$ cat src/rtl/fb_arb_pkg.sv
// Shared types and widths for the framebuffer access arbiters.
package fb_arb_pkg;

    typedef enum logic [1:0] {
        IDLE,
        BUSY,
        DRAIN
    } fb_arb_state_t;

    localparam int FB_ADDR_W = 24;
    localparam int FB_DATA_W = 16;
    localparam int FB_MASK_W = 4;
    localparam int GRANT_W   = 3;

endpackage

$ cat src/rtl/fb_arb_rr_picker.sv
// Combinational round-robin picker: first set request after index `last`, wrapping mod NUM_REQ.
module fb_arb_rr_picker
    import fb_arb_pkg::*;
#(
    parameter int NUM_REQ = 3
) (
    input  logic [NUM_REQ-1:0] req,
    input  logic [GRANT_W-1:0] last,
    output logic               valid,
    output logic [GRANT_W-1:0] grant
);

    // Walk the distances from far to near so the nearest requester is written last and wins.
    always_comb begin
        valid = 1'b0;
        grant = '0;
        for (int i = NUM_REQ; i >= 1; i--) begin
            for (int j = 0; j < NUM_REQ; j++) begin
                if ((j == (int'(last) + i) % NUM_REQ) && req[j]) begin
                    valid = 1'b1;
                    grant = GRANT_W'(j);
                end
            end
        end
    end

endmodule

$ cat src/rtl/fb_access_arbiter.sv
// Round-robin arbiter in front of the framebuffer single-word access port (clk_pix domain).
// Optional ack watchdog built when FB_ARB_TIMEOUT_EN is defined.
module fb_access_arbiter
    import fb_arb_pkg::*;
#(
    parameter int NUM_REQ        = 3,
    parameter int TIMEOUT_CYCLES = 1024
) (
    input  logic                         clk_pix,
    input  logic                         reset_i,
    input  logic [NUM_REQ-1:0]           req_sel_i,
    input  logic [NUM_REQ-1:0]           req_wr_i,
    input  logic [FB_MASK_W*NUM_REQ-1:0] req_mask_i,
    input  logic [FB_ADDR_W*NUM_REQ-1:0] req_address_i,
    input  logic [FB_DATA_W*NUM_REQ-1:0] req_data_i,
    output logic [NUM_REQ-1:0]           req_ack_o,
    output logic [FB_DATA_W-1:0]         req_data_o,
    output logic                         fb_sel_o,
    output logic                         fb_wr_o,
    output logic [FB_MASK_W-1:0]         fb_mask_o,
    output logic [FB_ADDR_W-1:0]         fb_address_o,
    output logic [FB_DATA_W-1:0]         fb_data_o,
    input  logic                         fb_ack_i,
    input  logic [FB_DATA_W-1:0]         fb_data_i,
    output logic [GRANT_W-1:0]           grant_id_o,
    output logic                         busy_o,
    output logic                         err_timeout_o
);

    fb_arb_state_t        state;
    logic [GRANT_W-1:0]   last;
    logic                 pick_valid;
    logic [GRANT_W-1:0]   pick_grant;
    logic                 pick_wr;
    logic [FB_MASK_W-1:0] pick_mask;
    logic [FB_ADDR_W-1:0] pick_address;
    logic [FB_DATA_W-1:0] pick_data;
    logic [NUM_REQ-1:0]   ack_onehot;

    fb_arb_rr_picker #(
        .NUM_REQ (NUM_REQ)
    ) u_picker (
        .req   (req_sel_i),
        .last  (last),
        .valid (pick_valid),
        .grant (pick_grant)
    );

    always_comb begin
        pick_wr      = 1'b0;
        pick_mask    = '0;
        pick_address = '0;
        pick_data    = '0;
        for (int i = 0; i < NUM_REQ; i++) begin
            if (pick_grant == GRANT_W'(i)) begin
                pick_wr      = req_wr_i[i];
                pick_mask    = req_mask_i[i*FB_MASK_W +: FB_MASK_W];
                pick_address = req_address_i[i*FB_ADDR_W +: FB_ADDR_W];
                pick_data    = req_data_i[i*FB_DATA_W +: FB_DATA_W];
            end
        end
    end

    assign ack_onehot = NUM_REQ'(1) << grant_id_o;
    assign busy_o     = (state != IDLE);

    always_ff @(posedge clk_pix) begin
        if (reset_i) begin
            state        <= IDLE;
            last         <= GRANT_W'(NUM_REQ - 1);
            grant_id_o   <= '0;
            req_ack_o    <= '0;
            req_data_o   <= '0;
            fb_sel_o     <= 1'b0;
            fb_wr_o      <= 1'b0;
            fb_mask_o    <= '0;
            fb_address_o <= '0;
            fb_data_o    <= '0;
        end else begin
            req_ack_o <= '0;
            case (state)
                IDLE: begin
                    if (pick_valid) begin
                        fb_sel_o     <= 1'b1;
                        fb_wr_o      <= pick_wr;
                        fb_mask_o    <= pick_mask;
                        fb_address_o <= pick_address;
                        fb_data_o    <= pick_data;
                        last         <= pick_grant;
                        grant_id_o   <= pick_grant;
                        state        <= BUSY;
                    end
                end
                BUSY: begin
                    if (fb_ack_i) begin
                        fb_sel_o   <= 1'b0;
                        req_ack_o  <= ack_onehot;
                        req_data_o <= fb_data_i;
                        state      <= DRAIN;
                    end
                end
                // Wait out the tail of a long ack so the framebuffer sees sel low before re-arming.
                DRAIN: begin
                    if (!fb_ack_i) begin
                        state <= IDLE;
                    end
                end
                default: state <= IDLE;
            endcase
        end
    end

`ifdef FB_ARB_TIMEOUT_EN
    logic [15:0] wd_cnt;

    // Watchdog only flags; the transaction keeps waiting so the framebuffer FSM stays in step.
    always_ff @(posedge clk_pix) begin
        if (reset_i) begin
            wd_cnt        <= '0;
            err_timeout_o <= 1'b0;
        end else if (state == IDLE) begin
            wd_cnt <= '0;
        end else if (state == BUSY) begin
            if (wd_cnt != 16'hFFFF) begin
                wd_cnt <= wd_cnt + 16'd1;
            end
            if (wd_cnt >= 16'(TIMEOUT_CYCLES - 1)) begin
                err_timeout_o <= 1'b1;
            end
        end
    end
`else
    // Constant 0 for any legal TIMEOUT_CYCLES.
    assign err_timeout_o = (TIMEOUT_CYCLES < 0);
`endif

endmodule

$ cat config.mk
export PLATFORM = sky130hd
export DESIGN_NAME = fb_access_arbiter
export DESIGN_NICKNAME = d
export VERILOG_FILES = /design/src/rtl/fb_arb_pkg.sv /design/src/rtl/fb_arb_rr_picker.sv /design/src/rtl/fb_access_arbiter.sv
export SDC_FILE = /design/constraint.sdc
export NUM_CORES = 1
export LEC_CHECK = 0
export CAP_MARGIN = 40
export CORE_UTILIZATION = 38
export CTS_BUF_LIST = sky130_fd_sc_hd__clkbuf_4 sky130_fd_sc_hd__clkbuf_8 sky130_fd_sc_hd__clkbuf_16
export DETAILED_ROUTE_END_ITERATION = 16
export MAX_ROUTING_LAYER = met4
export PLACE_DENSITY = 0.82
export SLEW_MARGIN = 20
export SYNTH_ARGS = -nofsm -noshare
export SYNTH_HDL_FRONTEND = slang
export SYNTH_SLANG_ARGS = --single-unit
$ cat constraint.sdc
create_clock -name clk_pix -period 2.6 [get_ports clk_pix]
set_clock_uncertainty 0.2 [all_clocks]
set_input_delay 0.39 -clock clk_pix [delete_from_list [all_inputs] [get_ports clk_pix]]
set_output_delay 0.39 -clock clk_pix [all_outputs]
set_load 0.01 [all_outputs]
* Word level (Yosys, flattened, before mapping)
Index checks and enable logic that the tools add are counted.
** Storage, ports and cells
- Input bits :: 157
- Word-level logic and storage cells :: 89
- Output and inout bits :: 70
- Latch bits :: 0
- Bits in registers :: 73
- Memories kept :: 0
- Bits in read-only memories :: 0
- Memory bits (writable) :: 0
** Cells by class
- Bitwise logic cells :: 2
- Multipliers :: 0
- Div/mod/pow operators :: 3
- $add $sub $neg :: 3
- Equality and inequality tests :: 13
- Magnitude comparators :: 0
- Muxes and demuxes :: 36
- Shifts and indexed selects :: 1
- Reduce and logical (&&, ||, !) cells :: 21
** Operator list (number)
- $eq 2x32->1 const A :: 3
- $eq 3x32->1 const A :: 3
- $logic_not 32->1 :: 3
- $mod 32x3->32 const B :: 3
- $mux 24 :: 3
- $mux 16 :: 3
- $mux 2 :: 10
- $mux 1 :: 15
- $mux 4 :: 3
- $logic_and 1x1->1 :: 9
- $add 3x2->4 const B :: 2
- $ne 2x2->1 const B :: 3
- $pmux 2 s3 :: 1
- $reduce_and 3->1 :: 2
- $add 3x1->4 const B :: 1
- $reduce_and 2->1 :: 2
- $reduce_bool 2->1 :: 2
- $eq 3x1->1 const B :: 1
- $eq 3x2->1 const B :: 1
- $logic_not 3->1 :: 1
- $reduce_or 3->1 :: 1
- $shl 1x3->3 const A :: 1
- $eq 2x1->1 const B :: 1
- $eq 2x2->1 const B :: 1
- 3 further kinds :: 4

* Depth between registers and ports, before layout
- Depth in word-level cells :: 16
- Mapped depth :: 8
- Gate-level depth less buffers :: 6

* Cells and area by module
A second synthesis with hierarchy kept.
** Second synthesis, totals
- Cell total of the unflattened synthesis :: 557
- Area, all modules :: 4715.8 um2
** Modules (own cells, without submodules)
- fb_access_arbiter :: times used 1, area each 3354.5 um2, sequential area each 1421.4 um2, cells each 368
- fb_arb_rr_picker :: times used 1, area each 1361.3 um2, sequential area each 0.0 um2, cells each 189

* Least setup slack after synthesis
No wires, ideal clock.
- Kind :: flip-flop to flip-flop
- From :: register last[0]
- To :: register fb_address_o[21]
- Arrival time :: 1844 ps
- Clock period less this slack :: 2178 ps
- Slack :: 422 ps
- Stages on the path, launching flop included :: 9
- Path through :: dfxtp_1 -> inv_1 -> ha_1 -> or2_1 -> a31o_1 -> buf_2 -> buf_2 -> a2111oi_0 -> nor4_1
** On the way
- Longest elaborated chain between the ends :: 16
** RTL lines
- start: declaration :: RTL line fb_access_arbiter.sv:31 : logic [GRANT_W-1:0] last;
- start signal: assignment :: RTL line fb_access_arbiter.sv:70 : last <= GRANT_W'(NUM_REQ - 1);
- start signal: assignment :: RTL line fb_access_arbiter.sv:89 : last <= pick_grant;
- $add 3x2->4 :: RTL line fb_arb_rr_picker.sv:19 : if ((j == (int'(last) + i) % NUM_REQ) && req[j]) begin
- $mod 32x3->32 :: RTL line fb_arb_rr_picker.sv:19
- $eq 2x32->1 :: RTL line fb_arb_rr_picker.sv:19
- $logic_and 1x1->1 :: RTL line fb_arb_rr_picker.sv:19
- $mux 1 :: RTL line fb_arb_rr_picker.sv:19
- $mux 2 (7 in a row) :: RTL line fb_arb_rr_picker.sv:19
- $logic_not 3->1 :: RTL line fb_access_arbiter.sv:55 : if (pick_grant == GRANT_W'(i)) begin
- $mux 24 (3 in a row) :: RTL line fb_access_arbiter.sv:55
- end signal: assignment :: RTL line fb_access_arbiter.sv:87 : fb_address_o <= pick_address;
- end: declaration :: RTL line fb_access_arbiter.sv:21 : output logic [FB_ADDR_W-1:0] fb_address_o,
Several ways; a longest one is shown, not always the timed one.
A chain may end at the register's enable or synchronous reset.

* Worst setup path in the final report
- From :: register last[0]
- To :: register fb_mask_o[1]
** On the way
- Longest elaborated chain between the ends :: 16
** RTL lines
- $add 3x2->4 :: RTL line fb_arb_rr_picker.sv:19
- $mod 32x3->32 :: RTL line fb_arb_rr_picker.sv:19
- $eq 2x32->1 :: RTL line fb_arb_rr_picker.sv:19
- $logic_and 1x1->1 :: RTL line fb_arb_rr_picker.sv:19
- $mux 1 :: RTL line fb_arb_rr_picker.sv:19
- $mux 2 (7 in a row) :: RTL line fb_arb_rr_picker.sv:19
- $logic_not 3->1 :: RTL line fb_access_arbiter.sv:55
- $mux 4 (3 in a row) :: RTL line fb_access_arbiter.sv:55
- end signal: assignment :: RTL line fb_access_arbiter.sv:86 : fb_mask_o <= pick_mask;
- end: declaration :: RTL line fb_access_arbiter.sv:20 : output logic [FB_MASK_W-1:0] fb_mask_o,
Several ways; a longest one is shown, not always the timed one.

==> results.sh <==
export IMPL_outcome="finished clean"
export IMPL_seq_area_um2=1400
export IMPL_synth_warnings=0
export IMPL_multi_input_area_um2=2040
export IMPL_synth_edf_count=0
export IMPL_cts_tree="done"
export IMPL_pre_cts_ws_ns=0.160
export IMPL_first_global_vias=4338
export IMPL_io_pins=227
export IMPL_hold_end="req_data_o[15]"
export IMPL_rr_worst_depth=7
export IMPL_seq_area_frac_synth_pct=37.6
export IMPL_netlist_instances=462
export IMPL_clk_pin_slew_ns=0.09
export IMPL_period_needed_ns=2.43
export IMPL_grt_use_total_pct=26.5
export IMPL_yosysUniqueCellTypes=41
export IMPL_area_growth_pct=68.7
export IMPL_worstSetupEndpointType="flop"
export IMPL_fin_setup_tns_ns=0
export IMPL_rsz0062_at_grt="false"
export IMPL_synth_area_um2=3730
export IMPL_ir_drop_uv=667
export IMPL_cts_setup_buffers=0
export IMPL_grt_util_met2_pct=46.4
export IMPL_clock_latency_ns=0.34
export IMPL_min_path_cells=2
export IMPL_async_reset_ff_share_pct=0
export IMPL_gp_congestion=0.848
export IMPL_core_area_um2=9370
export IMPL_start_util_pct=39.8
export IMPL_num_rows=35
export IMPL_critical_path_top_delay_family="compound AO/OA/AOI/OAI gates"
export IMPL_path_cells="inv_1 -> ha_1 -> or2_1 -> a31o_2 -> buf_4 -> a2111oi_0 -> nor4_1"
export IMPL_critPathMaxStageDelay_ns=0.45
export IMPL_leakage_nw=2.30
export IMPL_setup_viol=0
export IMPL_hold_violations=0
export IMPL_post_drt_wl_per_cell_um=16.7
export IMPL_critPathKind="flop to flop"
export IMPL_postLayoutCellArea_um2=6300
export IMPL_wirelength_um=13400
export IMPL_place_area_um2=6110
export IMPL_p_per_area_nw_per_um2=944
export IMPL_rr_endpoint="fb_mask_o[1]"
export IMPL_clock_path_buffers=2
export IMPL_numCtsBuffers=9
export IMPL_timing_final_crit_share_pct=93.6
export IMPL_die_height_um=101
export IMPL_critPathLaunchType="flop"
export IMPL_synth_top_area_cell="dfxtp_1"
export IMPL_drive_gt1_share_pct=6.70
export IMPL_worstHoldPathType="input port to flop"
export IMPL_drt_iter0_markers=166
export IMPL_ant_nets=0
export IMPL_nets=826
export IMPL_synth_top_area_share_pct=37.6
export IMPL_vias_per_cell=5.44
export IMPL_critical_path_required_ns=2.62
export IMPL_root_buffer="clkbuf_8"
export IMPL_vias=4355
export IMPL_busiest_layer="met2"
export IMPL_die_w_um=101
export IMPL_yosys_most_used_dff="dfxtp_1"
export IMPL_grt_start_max_net_pins=51
export IMPL_first_pass_iters=6
export IMPL_cp_num_buf_inv=2
export IMPL_crit_slowest_cell="dfxtp_1"
export IMPL_grt_first_pass_wirelength_um=20500
export IMPL_cp_max_fo=17
export IMPL_ys_top_cells_by_area="dfxtp_1, nand2_1, a311oi_1"
export IMPL_n_fill_cell=812
export IMPL_setup_ws_ns=0.168
export IMPL_htree_num_levels=3
export IMPL_synth_seq_cells=70
export IMPL_post_route_drc_count=0
export IMPL_cts_sinks=70
export IMPL_die_area_um2=10200
export IMPL_slew_viol_final=0
export IMPL_r2r_start="last[0]"
export IMPL_fmax_ghz=0.411
export IMPL_hold_start="reset_i"
export IMPL_grt_util_met1_pct=29.1
export IMPL_use_met3_pct=6.31
export IMPL_port_buffers=224
export IMPL_dp_hpwl_um=9790
export IMPL_rrSetupSlack_ns=0.17
export IMPL_n_antenna_cell=0
export IMPL_grt_overflow_total=0
export IMPL_avgSynthCellArea_um2=8.08
export IMPL_antenna_found_initial=0
export IMPL_critPathArrivalTime_ns=2.45
export IMPL_drv_cap=0
==> timing repair <==
item / 4_1_cts / 5_1_grt
endpoints found under the setup margin: 0 / 3
gates resized for setup: 0 / 2
hold buffers: 0 / 0
==> worst max path at each step <==
stage | startpoint | to | slack (ns) | cells past startpoint
4_1_cts | last[0] | fb_address_o[21] | 0.16 | 7
3_3_place_gp | req_sel_i[0] | fb_address_o[21] | 0.22 | 6
2_1_floorplan | last[0] | fb_address_o[21] | 0.42 | 8
5_1_grt | last[0] | fb_address_o[16] | 0.03 | 7
3_5_place_dp | req_sel_i[0] | fb_address_o[21] | 0.16 | 6
6_report | last[0] | fb_mask_o[1] | 0.17 | 7
==> Yosys cell counts (2+ instances only) <==
library cell  number
a31o_1            21
nor3_1             9
clkbuf_1          31
a2111oi_0          2
a311oi_1          21
nor4_1             6
o211a_1            4
or2_1              2
o211ai_1          20
ha_1               2
a22oi_1           21
dfxtp_1           70
o21ai_0           21
a2111oi_2          2
buf_2             14
nor2_1            29
a21oi_1           22
inv_1             23
nor3b_1           20
nand2b_1          21
buf_4              3
o2111ai_1         20
nand2_1           60
==> through the flow <==
stage	total power [mW]	hold slack, ns	instances	util, %
detailed placement	5.14	0.246	785	65.2
global placement	5.04	0.241	785	65.2
global route	6.36	0.199	801	67.2
floorplan	3.60	0.264	463	-
finish	5.94	0.204	801	67.2
CTS	5.97	0.187	801	67.2
==> metal layers <==
metal  part of all wire (%)  wire (um)
met1                     40       5370
met2                     51       6830
met3                    7.4        986
met4                    1.6        220
met5                      0          0
==> kinds of logic (layout without fill, tap and decap cells) <==
kind of cell | Yosys count | count (layout) | share of synthesized area [%]
fa+ha+maj | 2 | 2 | 0.671
buf+inv | 72 | 281 | 8.22
compound gates | 161 | 161 | 32.5
xor+xnor | 1 | 1 | 0.235
flops | 70 | 70 | 37.6
other cells | 1 | 2 | 0.101
simple gates | 155 | 155 | 20.7
==> flip-flops by register name (all words and copies together) (netlist names), 2 cells and up <==
signal / count
req_data_o: 16
state: 2
req_ack_o: 3
last: 2
fb_address_o: 24
fb_data_o: 16
fb_mask_o: 4
==> cell type report <==
cell class              instances  area share (%)
clock buffers                  10            2.19
clock inverters                 6           0.715
inverters                      23            1.37
multi-input cells             321            32.4
flip-flops and latches         70            22.3
well taps                     129            2.56
repair buffers                242            38.5
==> placed cells by master, fill, tap and decap left out, types with 2 or more instances in the layout <==
master / n
clkdlybuf4s50_1: 223
dfxtp_1: 70
nand2_1: 60
nor2_1: 29
inv_1: 23
a21oi_1: 22
nand2b_1: 21
o21ai_0: 21
a22oi_1: 21
a311oi_1: 21
o211ai_1: 20
o2111ai_1: 20
nor3b_1: 20
a31o_1: 20
buf_4: 14
clkbuf_8: 10
nor3_1: 9
nor4_1: 6
o211a_1: 4
buf_12: 4
clkinv_4: 3
or2_1: 2
a2111oi_2: 2
ha_1: 2
conb_1: 2
clkinv_2: 2
==> where the power goes <==
part	leakage, nW	switching, mW	internal (mW)
sequential	0.577	0.208	1.45
clock	0.0966	0.434	0.377
combinational	1.63	1.80	1.68
total	2.30	2.44	3.51
No activity file was read; power rests on OpenSTA's default activity.
